[src/rtl/srl_fifo_ctl.sv]
// srl_fifo_ctl: first-word-fall-through FIFO, DEPTH x 6 bits, built on a
// 16-stage addressable shift register (srl16x6e). New data always enters
// stage 0; the head entry sits at stage addr = count-1 and is read out
// combinationally, so dout is valid whenever empty is low.
// Optional sticky ovf/udf error flags are built only when SRL_FIFO_ERR_EN
// is defined; otherwise they are tied low and err_clr is ignored.

// Single-bit, 16-stage addressable shift register.
module srl16e (
  input  logic       clk,
  input  logic       ce,
  input  logic       d,
  input  logic [3:0] a,
  output logic       q
);
  logic [15:0] sr;

  // Shift on enable; contents are not reset.
  always_ff @(posedge clk)
    if (ce) sr <= {sr[14:0], d};

  assign q = sr[a];
endmodule

// Six bit-slices of srl16e sharing ce and address.
module srl16x6e (
  input  logic       clk,
  input  logic       ce,
  input  logic [5:0] d,
  input  logic [3:0] a,
  output logic [5:0] q
);
  for (genvar b = 0; b < 6; b++) begin : g_bit
    srl16e u_bit (.clk(clk), .ce(ce), .d(d[b]), .a(a), .q(q[b]));
  end
endmodule

module srl_fifo_ctl #(
  parameter int DEPTH      = 16,
  parameter int AFULL_LVL  = 12,
  parameter int AEMPTY_LVL = 2
) (
  input  logic       clk,
  input  logic       rst,
  input  logic       wr,
  input  logic [5:0] din,
  input  logic       rd,
  output logic [5:0] dout,
  output logic       empty,
  output logic       full,
  output logic       aempty,
  output logic       afull,
  output logic [4:0] count,
  output logic       ovf,
  output logic       udf,
  input  logic       err_clr
);
  logic       push, pop;
  logic [3:0] addr, addr_nxt;
  logic [4:0] count_nxt;

  assign push = wr & (~full | rd);
  assign pop  = rd & ~empty;

  srl16x6e u_srl (.clk(clk), .ce(push), .d(din), .a(addr), .q(dout));

  // Next occupancy and head address; addr tracks count-1, pinned at 0 when empty.
  always_comb begin
    count_nxt = count;
    addr_nxt  = addr;
    if (push && !pop) begin
      count_nxt = count + 5'd1;
      if (count != 5'd0) addr_nxt = addr + 4'd1;
    end else if (pop && !push) begin
      count_nxt = count - 5'd1;
      if (count != 5'd1) addr_nxt = addr - 4'd1;
    end
  end

  // Counters and status flags, flags registered from the next-state count.
  always_ff @(posedge clk or posedge rst)
    if (rst) begin
      count  <= 5'd0;
      addr   <= 4'd0;
      empty  <= 1'b1;
      full   <= 1'b0;
      aempty <= 1'b1;
      afull  <= 1'b0;
    end else begin
      count  <= count_nxt;
      addr   <= addr_nxt;
      empty  <= (count_nxt == 5'd0);
      full   <= (count_nxt == 5'(DEPTH));
      aempty <= (count_nxt <= 5'(AEMPTY_LVL));
      afull  <= (count_nxt >= 5'(AFULL_LVL));
    end

`ifdef SRL_FIFO_ERR_EN
  // Sticky error flags; a clear wins over a same-cycle set.
  always_ff @(posedge clk or posedge rst)
    if (rst) begin
      ovf <= 1'b0;
      udf <= 1'b0;
    end else if (err_clr) begin
      ovf <= 1'b0;
      udf <= 1'b0;
    end else begin
      if (wr && full && !rd) ovf <= 1'b1;
      if (rd && empty)       udf <= 1'b1;
    end
`else
  logic unused_err_clr;
  assign unused_err_clr = err_clr;
  assign ovf = 1'b0;
  assign udf = 1'b0;
`endif
endmodule

[config.mk]
export PLATFORM = sky130hd
export DESIGN_NAME = srl_fifo_ctl
export DESIGN_NICKNAME = d
export VERILOG_FILES = /design/src/rtl/srl_fifo_ctl.sv
export SDC_FILE = /design/constraint.sdc
export NUM_CORES = 1
export LEC_CHECK = 0
export CAP_MARGIN = 20
export CORE_MARGIN = 5
export CORE_UTILIZATION = 50
export CTS_CLUSTER_SIZE = 28
export DETAILED_ROUTE_END_ITERATION = 10
export GPL_TIMING_DRIVEN = 0
export PLACE_DENSITY = 0.74
export SLEW_MARGIN = 20
export SYNTH_ARGS = -nofsm -noshare
export SYNTH_HDL_FRONTEND = slang
export SYNTH_SLANG_ARGS = --single-unit
[constraint.sdc]
create_clock -name clk -period 5.6 [get_ports clk]
set_input_delay 1.68 -clock clk [delete_from_list [all_inputs] [get_ports clk]]
set_output_delay 1.68 -clock clk [all_outputs]
set_load 0.01 [all_outputs]
Word-level counts from Yosys, hierarchy flattened
Cells that the tools add are included.
{"block": "totals", "register_bits": 109, "wordCells": 54}
{"block": "op_classes", "add_sub_neg": 4, "order_cmp": 3, "n_eq_ne": 3, "muxes": 18, "bitwise": 5, "n_reduce_logical": 9}
{"op": "1-bit binary-select mux with 4-bit select", "count": 6}
{"op": "4-bit two-way mux", "count": 4}
{"op": "5-bit two-way mux", "count": 2}
{"op": "1-bit two-way mux", "count": 6}
{"op": "5-bit by 1-bit adder with 5-bit output (second input constant)", "count": 1}
{"op": "5-bit == test (second input constant)", "count": 1}
{"op": "5-bit by 4-bit greater-or-equal comparator with 1-bit output (second input constant)", "count": 1}
{"op": "5-bit by 2-bit less-or-equal comparator with 1-bit output (second input constant)", "count": 1}
{"op": "5-bit logical NOT", "count": 1}
{"op": "4-bit by 5-bit < comparator with 1-bit output (second input constant)", "count": 1}
{"op": "5-bit by 1-bit inequality test with 1-bit output (second input constant)", "count": 1}
{"op": "5-bit nonzero test", "count": 1}
{"op": "5-bit by 1-bit subtractor with 5-bit output (second input constant)", "count": 1}
{"op": "4-bit by 1-bit adder with 4-bit output (second input constant)", "count": 1}
{"op": "2-bit nonzero test", "count": 2}
{"op": "4-bit by 1-bit subtractor with 4-bit output (second input constant)", "count": 1}
{"op": "3-bit AND reduction", "count": 1}
{"op": "1-bit bitwise AND", "count": 2}
{"op": "1-bit logical AND", "count": 2}
{"op": "1-bit logical NOT", "count": 2}
{"op": "2-bit by 1-bit inequality test with 1-bit output (second input constant)", "count": 1}
{"op": "1-bit inverter", "count": 2}
{"op": "1-bit bitwise OR", "count": 1}

Longest topological paths before layout
Gate-level depths: netlist of the first run.
{"block": "logic_depth", "depth_word": 8, "ltp_mapped": 11, "depth_no_buf": 10}

By module
From an unflattened synthesis of the first run, not the netlist that was laid out.
{"block": "hier_totals", "hier_cells": 212, "area_unflattened_um2": 4505.6}
{"module": "srl16e", "n_inst": 6, "cells_per_inst": 23, "area_each_um2": 615.6, "seq_area_each_um2": 480.5}
{"module": "srl_fifo_ctl", "n_inst": 1, "cells_per_inst": 74, "area_each_um2": 812.0, "seq_area_each_um2": 327.8}

Worst setup path after synthesis of the first run
Ideal clock, no wire load.
{"block": "synth_timing", "path_kind": "input to register", "from": "input port rd", "to": "register addr[3]", "t_arrival_ns": 5.456, "t_required_ns": 5.476, "slack_ns": 0.020, "path_stages": 10, "path_buffers": 1, "path_cell_list": "o21ai_0 > inv_1 > ha_1 > clkbuf_1 > inv_1 > ha_1 > a21oi_1 > and3_1 > o21ai_0 > xnor2_1"}
{"block": "synth_between", "elab_chain_cells": 6}
{"item": "start: declaration", "line": "47", "text": "input logic rd,"}
{"item": "1-bit bitwise OR (*)", "line": "62", "text": "assign push = wr & (~full | rd);"}
{"item": "1-bit bitwise AND (*)", "line": "62"}
{"item": "net push", "line": "58", "text": "logic push, pop;"}
{"item": "1-bit logical NOT", "line": "74", "text": "end else if (pop && !push) begin"}
{"item": "1-bit logical AND", "line": "74"}
{"item": "2-bit nonzero test (no source line)"}
{"item": "3-bit AND reduction (no source line)"}
{"item": "end signal: assignment", "line": "91", "text": "addr <= addr_nxt;"}
{"item": "end: declaration", "line": "59", "text": "logic [3:0] addr, addr_nxt;"}
Mark *: on every way through the listed nets, which the timed path passes. The rest lies on a longest branch.
A chain may end at the register's enable or synchronous reset.

Final worst setup path of the first run
{"block": "layout_timing", "from": "register addr[1]", "to": "output port dout[0]"}
{"block": "layout_between", "elab_chain_cells": 2}
{"item": "1-bit binary-select mux with 4-bit select", "line": "22", "text": "assign q = sr[a];"}
{"item": "1-bit two-way mux (not written as such)", "line": "22"}
{"item": "end: declaration", "line": "48", "text": "output logic [5:0] dout,"}
Every way passes these cells. The select of a mux whose other input is x is not followed.

==> impl_metrics.py, run 1 <==
metrics = {
    "run_status": {
        "status": "finished clean",
    },
    "worst_setup_path": {
        "path_class": "reg -> out",
        "critical_path_arrival_ns": 2.86,
        "startpoint_type": "flop",
        "end_kind": "output port",
        "worst-path-max-fanout": 10,
        "cp.required_ns": 3.92,
    },
    "synth": {
        "yosysTopAreaCellShare_pct": 64.7,
        "ys_top_cells_by_area": "edfxtp_1, mux4_2, dfrtp_1",
        "synthCells": 236,
        "yosys.area.top_type": "edfxtp_1",
        "ys_ff_latch": 109,
        "yosysUniqueCellTypes": 37,
        "synth_top_family_by_area": "multiplexers",
        "yosys-mux-area-fraction_pct": 12.6,
        "yosys.area_share.simple_pct": 3.96,
        "synth_xor_area_share_pct": 1.35,
        "synth-seq-area-share_pct": 72.0,
        "synth.yosys.warnings": 0,
        "synth-compound-area-share_pct": 4.18,
        "netlist_area_um2": 4460,
        "synth_fa_ha_area_share_pct": 2.69,
        "avgSynthCellArea_um2": 18.9,
    },
    "placed_design": {
        "place_congestion": 0.812,
        "dpl-instance-area_um2": 4870,
        "dp_slack_ns": 0.754,
        "portBuffers": 24,
        "dp_hpwl_mm": 4.79,
    },
    "clock_network": {
        "cts_buffers": 9,
        "cts_tree": "yes",
        "holdBufCountCts": 0,
        "clk_pin_slew_ns": 0.11,
        "clk_latency_ns": 0.37,
        "cts_buffer_depth": 2,
        "clkSinkCount": 109,
        "cts_root_buffer": "clkbuf_8",
        "htreeDepth": 3,
        "post_cts_resize_count": 0,
        "post_cts.repair.setup_buffers": 0,
    },
    "finish": {
        "n_antenna_cell": 0,
        "drive_above_1_share_pct": 22.3,
        "design_area_um2": 5090,
        "final_core_util_pct": 58.3,
        "final_common_cell": "edfxtp_1",
        "nNetsFinal": 293,
        "layout_common_cells": "edfxtp_1, mux4_2, clkdlybuf4s50_1",
        "syn2layout_area_growth_pct": 14.1,
    },
    "route": {
        "via_count": 2202,
        "vias_per_cell": 5.70,
        "wl_per_cell_um": 18.5,
        "first_pass_iters": 4,
        "drc": 0,
        "drtIter0Drc": 126,
        "totalWireLength_mm": 7.15,
        "postRouteAntennaNets": 0,
    },
    "floorplan": {
        "coreArea_um2": 8720,
        "initial_core_util_pct": 51.1,
        "die_y_um": 104,
        "num_rows": 34,
        "die_x_um": 104,
        "die_area_um2": 10900,
        "io_pins": 28,
    },
    "timing": {
        "finalHoldViolations": 0,
        "clock_skew_ns": 0.0119,
        "setup_tns_ns": 0,
        "setup_ws_ns": 1.06,
        "relSlewSlack_pct": 52.8,
        "rsz0062_at_grt": "no",
        "max_freq_ghz": 0.220,
        "setup_viol_count_final": 0,
        "fin_hold_ws_ns": 0.458,
        "slew_viol_final": 0,
        "worstMarginPinSlew_ns": 0.708,
        "fin_crit_sh_pct": 81.1,
        "min_period_ns": 4.54,
    },
    "global_route": {
        "grt_max_degree": 61,
        "grt_pass1_wl_mm": 11.9,
        "track_usage_pct": 13.9,
        "gr-total-overflow": 0,
        "antenna_found_initial": 0,
        "grt_pass1_vias": 2327,
    },
    "power": {
        "switchingPower_w": 0.000811,
        "pwr-share-comb_pct": 36.9,
        "clockPowerShare_pct": 19.8,
        "irDropWorstVdd_v": 0.000278,
        "seqPwrFrac_pct": 43.3,
        "cell_internal_pwr_w": 0.00177,
        "swShare_pct": 31.5,
        "power_density_nw_per_um2": 507,
        "p_leak_nw": 1.79,
    },
    "run": {
        "maxCapViolCount": 0,
    },
    "worst_hold_path": {
        "min_path_type": "reg -> reg",
    },
}
per-stage QoR:
stage,instances,power [W]
CTS,386,0.00261
floorplan,237,0.00177
global route,386,0.00274
detailed placement,370,0.00210
finish,386,0.00258
global placement,369,0.00207
worst max-delay path, stage by stage, from the launching register on:
cell and delay, ns:
dfrtp_1 0.40, buf_2 0.22, clkbuf_1 0.57, mux4_2 0.42, a22oi_1 0.20, nand2_1 0.10
buf_4 0.13, clkdlybuf4s50_1 0.46
final timing paths:
| check | start | endpoint | slack, ns | cells past startpoint |
|---|---|---|---|---|
| max in group asynchronous | rst | empty | 3.60 | 2 |
| worst max register to register | full | addr[3] | 2.56 | 11 |
| min in group asynchronous | rst | count[1] | 1.63 | 2 |
| worst min register to register | u_srl.g_bit[5].u_bit.sr[7] | u_srl.g_bit[5].u_bit.sr[8] | 0.46 | 0 |
| worst max-delay path | addr[1] | dout[0] | 1.06 | 7 |
| worst min-delay path | u_srl.g_bit[5].u_bit.sr[7] | u_srl.g_bit[5].u_bit.sr[8] | 0.46 | 0 |
cell families after synthesis:
group / Yosys count
fa+ha+maj: 9
xor+xnor: 6
other cells: 1
mux: 26
simple gates: 33
buf+inv: 24
compound gates: 28
flops: 109
power by group through the flow:
stage	clock (W)	sequential [W]	combinational, W
floorplan	0	0.00112	0.000646
global placement	0	0.00113	0.000940
detailed placement	0	0.00113	0.000968
CTS	0.000521	0.00112	0.000972
global route	0.000559	0.00114	0.00105
finish	0.000510	0.00112	0.000952
synth_stat cells (all sizes together):
cell type  instances
xnor2              3
nor3               2
buf               14
mux4              24
o211ai             1
xor2               3
nand3              3
and3               1
o31ai              2
nor4               2
nand2             10
a21oi              5
dfstp              2
ha                 8
a21o               2
nor2               4
inv                7
and3b              1
nor2b              3
nand3b             2
mux2               2
fa                 1
o21ai              6
conb               1
nor3b              1
edfxtp            96
and2               1
nand4              2
or4b               1
clkbuf             3
dfrtp             11
a22oi             12
state kept, by name, summed over array words and instances (netlist names):
name,cells
u_srl.g_bit.u_bit.sr,96
aempty,1
count,5
empty,1
full,1
afull,1
addr,4
per-layer routing:
layer  vias up  wire length [µm]  GRT usage [%]
li1       1005                 -              -
met1      1132              3400           19.4
met2        58              3400           21.4
met3         7               250           2.86
met4         0               101           5.55
met5         -                 0              0
cell type report:
class / instances / area [µm²]
inverters: 7 / 28.8
clock inverters: 7 / 95.1
plain buffers: 17 / 111
flip-flops and latches: 109 / 3210
well taps: 108 / 135
clock buffers: 9 / 124
repair buffers: 25 / 268
fillers: 658 / 3630
multi-input cells: 104 / 1110
(Power assumes the default switching activity.)
==> inputs of run 2 (changes only) <==
--- a/config.mk
+++ b/config.mk
@@ -11,7 +11,7 @@
 export CTS_CLUSTER_SIZE = 28
 export DETAILED_ROUTE_END_ITERATION = 10
 export GPL_TIMING_DRIVEN = 0
-export PLACE_DENSITY = 0.74
+export PLACE_DENSITY = 0.77
 export SLEW_MARGIN = 20
 export SYNTH_ARGS = -nofsm -noshare
 export SYNTH_HDL_FRONTEND = slang
==> constraint.sdc (replaced) <==
create_clock -name clk -period 3.8 [get_ports clk]
set_input_delay 1.14 -clock clk [delete_from_list [all_inputs] [get_ports clk]]
set_output_delay 1.14 -clock clk [all_outputs]
set_load 0.01 [all_outputs]
==> run 2 against run 1 <==
  * Hold slack got worse by 0.0063 ns
  * Register-to-register slack worse by 1.5 ns
  * Setup slack got worse by 0.90 ns
  * Routed wire length is 0.55% lower
  * Sequential power is 47% higher
  * Global-route usage is 0.30 points lower
  * Flip-flop and latch count did not move
  * Non-clock buffer count up 2
  * Final area increased by 2.3%
  * Highest routed layer unchanged
==> impl_metrics.py, run 2 (synthesis results as in run 1) <==
metrics = {
    "timing": {
        "finalHoldViolations": 0,
        "worstMarginPinSlew_ns": 0.663,
        "fin_crit_sh_pct": 95.8,
        "fin_hold_ws_ns": 0.452,
        "setup_tns_ns": 0,
        "rsz0062_at_grt": "no",
        "min_period_ns": 3.64,
        "clock_skew_ns": 0.00848,
        "slew_viol_final": 0,
        "setup_viol_count_final": 0,
        "max_freq_ghz": 0.275,
        "relSlewSlack_pct": 55.6,
    },
    "worst_hold_path": {
        "hp-start": "u_srl.g_bit[5].u_bit.sr[3]",
        "hold_path_depth": 0,
        "min_path_type": "reg -> reg",
        "min_to": "u_srl.g_bit[5].u_bit.sr[4]",
    },
    "finish": {
        "top_regs": "u_srl.g_bit.u_bit.sr (96), count (5), addr (4)",
        "final_common_cell": "edfxtp_1",
        "top_register": "u_srl.g_bit.u_bit.sr",
        "nNetsFinal": 296,
        "layout_common_cells": "edfxtp_1, mux4_2, clkdlybuf4s50_1",
        "largest_reg_flops": 96,
        "drive_above_1_share_pct": 26.7,
        "n_antenna_cell": 0,
        "fin_cells": 389,
        "syn2layout_area_growth_pct": 16.7,
    },
    "global_route": {
        "gr-total-overflow": 0,
        "use_met2_pct": 19.1,
        "grt.busiest_layer": "met1",
        "use_met3_pct": 3.41,
        "grt_max_degree": 38,
        "grt_pass1_vias": 2246,
        "grt_pass1_wl_mm": 11.7,
        "track_usage_pct": 13.6,
        "met1_usage_pct": 21.1,
        "antenna_found_initial": 0,
    },
    "worst_setup_path": {
        "critical_path_arrival_ns": 2.50,
        "slowest_delay_ns": 0.51,
        "path_class": "reg -> out",
        "startpoint_type": "flop",
        "path_cells": "buf_8, buf_12, mux4_2, a22oi_1, nand2_1, buf_4, clkdlybuf4s50_1",
        "slowest_stage": "mux4_2",
        "cp.required_ns": 2.66,
        "reg2reg_to": "aempty",
        "r2r_cells": 8,
        "worst_r2r_startpoint": "full",
        "end_kind": "output port",
        "worst-path-max-fanout": 10,
        "rrSetupSlack_ns": 1.06,
    },
    "route": {
        "first_pass_iters": 4,
        "drtIter0Drc": 99,
        "wl_per_cell_um": 18.3,
        "totalWireLength_mm": 7.11,
        "postRouteAntennaNets": 0,
        "vias_per_cell": 5.65,
        "via_count": 2197,
        "drc": 0,
    },
    "clock_network": {
        "htreeDepth": 3,
        "cts_buffers": 9,
        "clkSinkCount": 109,
        "clk_pin_slew_ns": 0.11,
        "cts_root_buffer": "clkbuf_8",
        "cts_buffer_depth": 2,
        "clk_latency_ns": 0.36,
        "holdBufCountCts": 0,
        "cts_tree": "yes",
    },
    "floorplan": {
        "die_y_um": 104,
        "io_pins": 28,
        "coreArea_um2": 8720,
        "die_area_um2": 10900,
        "initial_core_util_pct": 51.1,
        "num_rows": 34,
        "die_x_um": 104,
    },
    "placed_design": {
        "dp_hpwl_mm": 4.71,
        "portBuffers": 24,
        "place_inst": 371,
        "place_congestion": 0.781,
    },
    "power": {
        "cell_internal_pwr_w": 0.00262,
        "seqPwrFrac_pct": 42.9,
        "irDropWorstVdd_v": 0.000403,
        "pwr-share-comb_pct": 39.3,
        "power_density_nw_per_um2": 739,
        "switchingPower_w": 0.00122,
        "p_leak_nw": 1.82,
        "swShare_pct": 31.7,
        "clockPowerShare_pct": 17.8,
    },
    "run_status": {
        "status": "finished clean",
    },
    "run": {
        "maxCapViolCount": 0,
    },
}
[run 2: worst max-delay path by stage]
stage / from / end / slack, ns / cells past startpoint
after floorplan: rd / aempty / -0.48 / 7
after global placement: rd / aempty / -1.59 / 8
after detailed placement: rd / aempty / -0.47 / 8
after CTS: addr[1] / dout[2] / 0.003 / 7
after global routing: addr[0] / dout[2] / 0.02 / 7
final: addr[0] / dout[0] / 0.16 / 7
[run 2: final cells by class]
cell class / count / area (µm²)
timing repair buffer: 27 / 288
inverter: 7 / 35.0
clock inverter: 7 / 75.1
clock buffer: 9 / 124
sequential: 109 / 3210
buffer: 17 / 164
fill: 609 / 3520
tap: 108 / 135
timing repair inverter: 1 / 5.00
multi-input combinational: 104 / 1170
[run 2: power groups by stage]
stage | Sequential [W] | Clock [W] | Combinational, W
final | 0.00165 | 0.000682 | 0.00151
after global routing | 0.00168 | 0.000755 | 0.00166
after CTS | 0.00165 | 0.000702 | 0.00148
after detailed placement | 0.00167 | 0 | 0.00146
after global placement | 0.00167 | 0 | 0.00142
after floorplan | 0.00166 | 0 | 0.000998
[run 2: routing by layer]
layer | vias up | routed length (µm)
met5 | - | 0
li1 | 1016 | -
met2 | 59 | 3300
met1 | 1115 | 3350
met4 | 0 | 80
met3 | 7 | 378
[run 2: critical path: cells and delay by family, from the launching register on]
family	cells	cell delay, ns
AO/OA/AOI/OAI	1	0.21
buffers and inverters	4	0.92
flip-flops	1	0.39
multiplexers	1	0.51
AND/OR/NAND/NOR	1	0.09
[run 2: timing repair]
action	in CTS	in global routing
gates resized for setup	5	12
cloned	1	0
pin swaps	0	0
buffers inserted	0	1
endpoints found under the setup margin	7	6
[run 2: per-stage QoR]
step	total power, W	utilization [%]	setup slack, ns	area (µm²)
after floorplan	0.00265	-	-0.480	4520
after global placement	0.00309	56.2	-1.59	4900
after detailed placement	0.00313	56.6	-0.470	4940
after CTS	0.00383	59.1	0.00303	5150
after global routing	0.00409	59.7	0.0185	5200
final	0.00384	59.7	0.161	5200
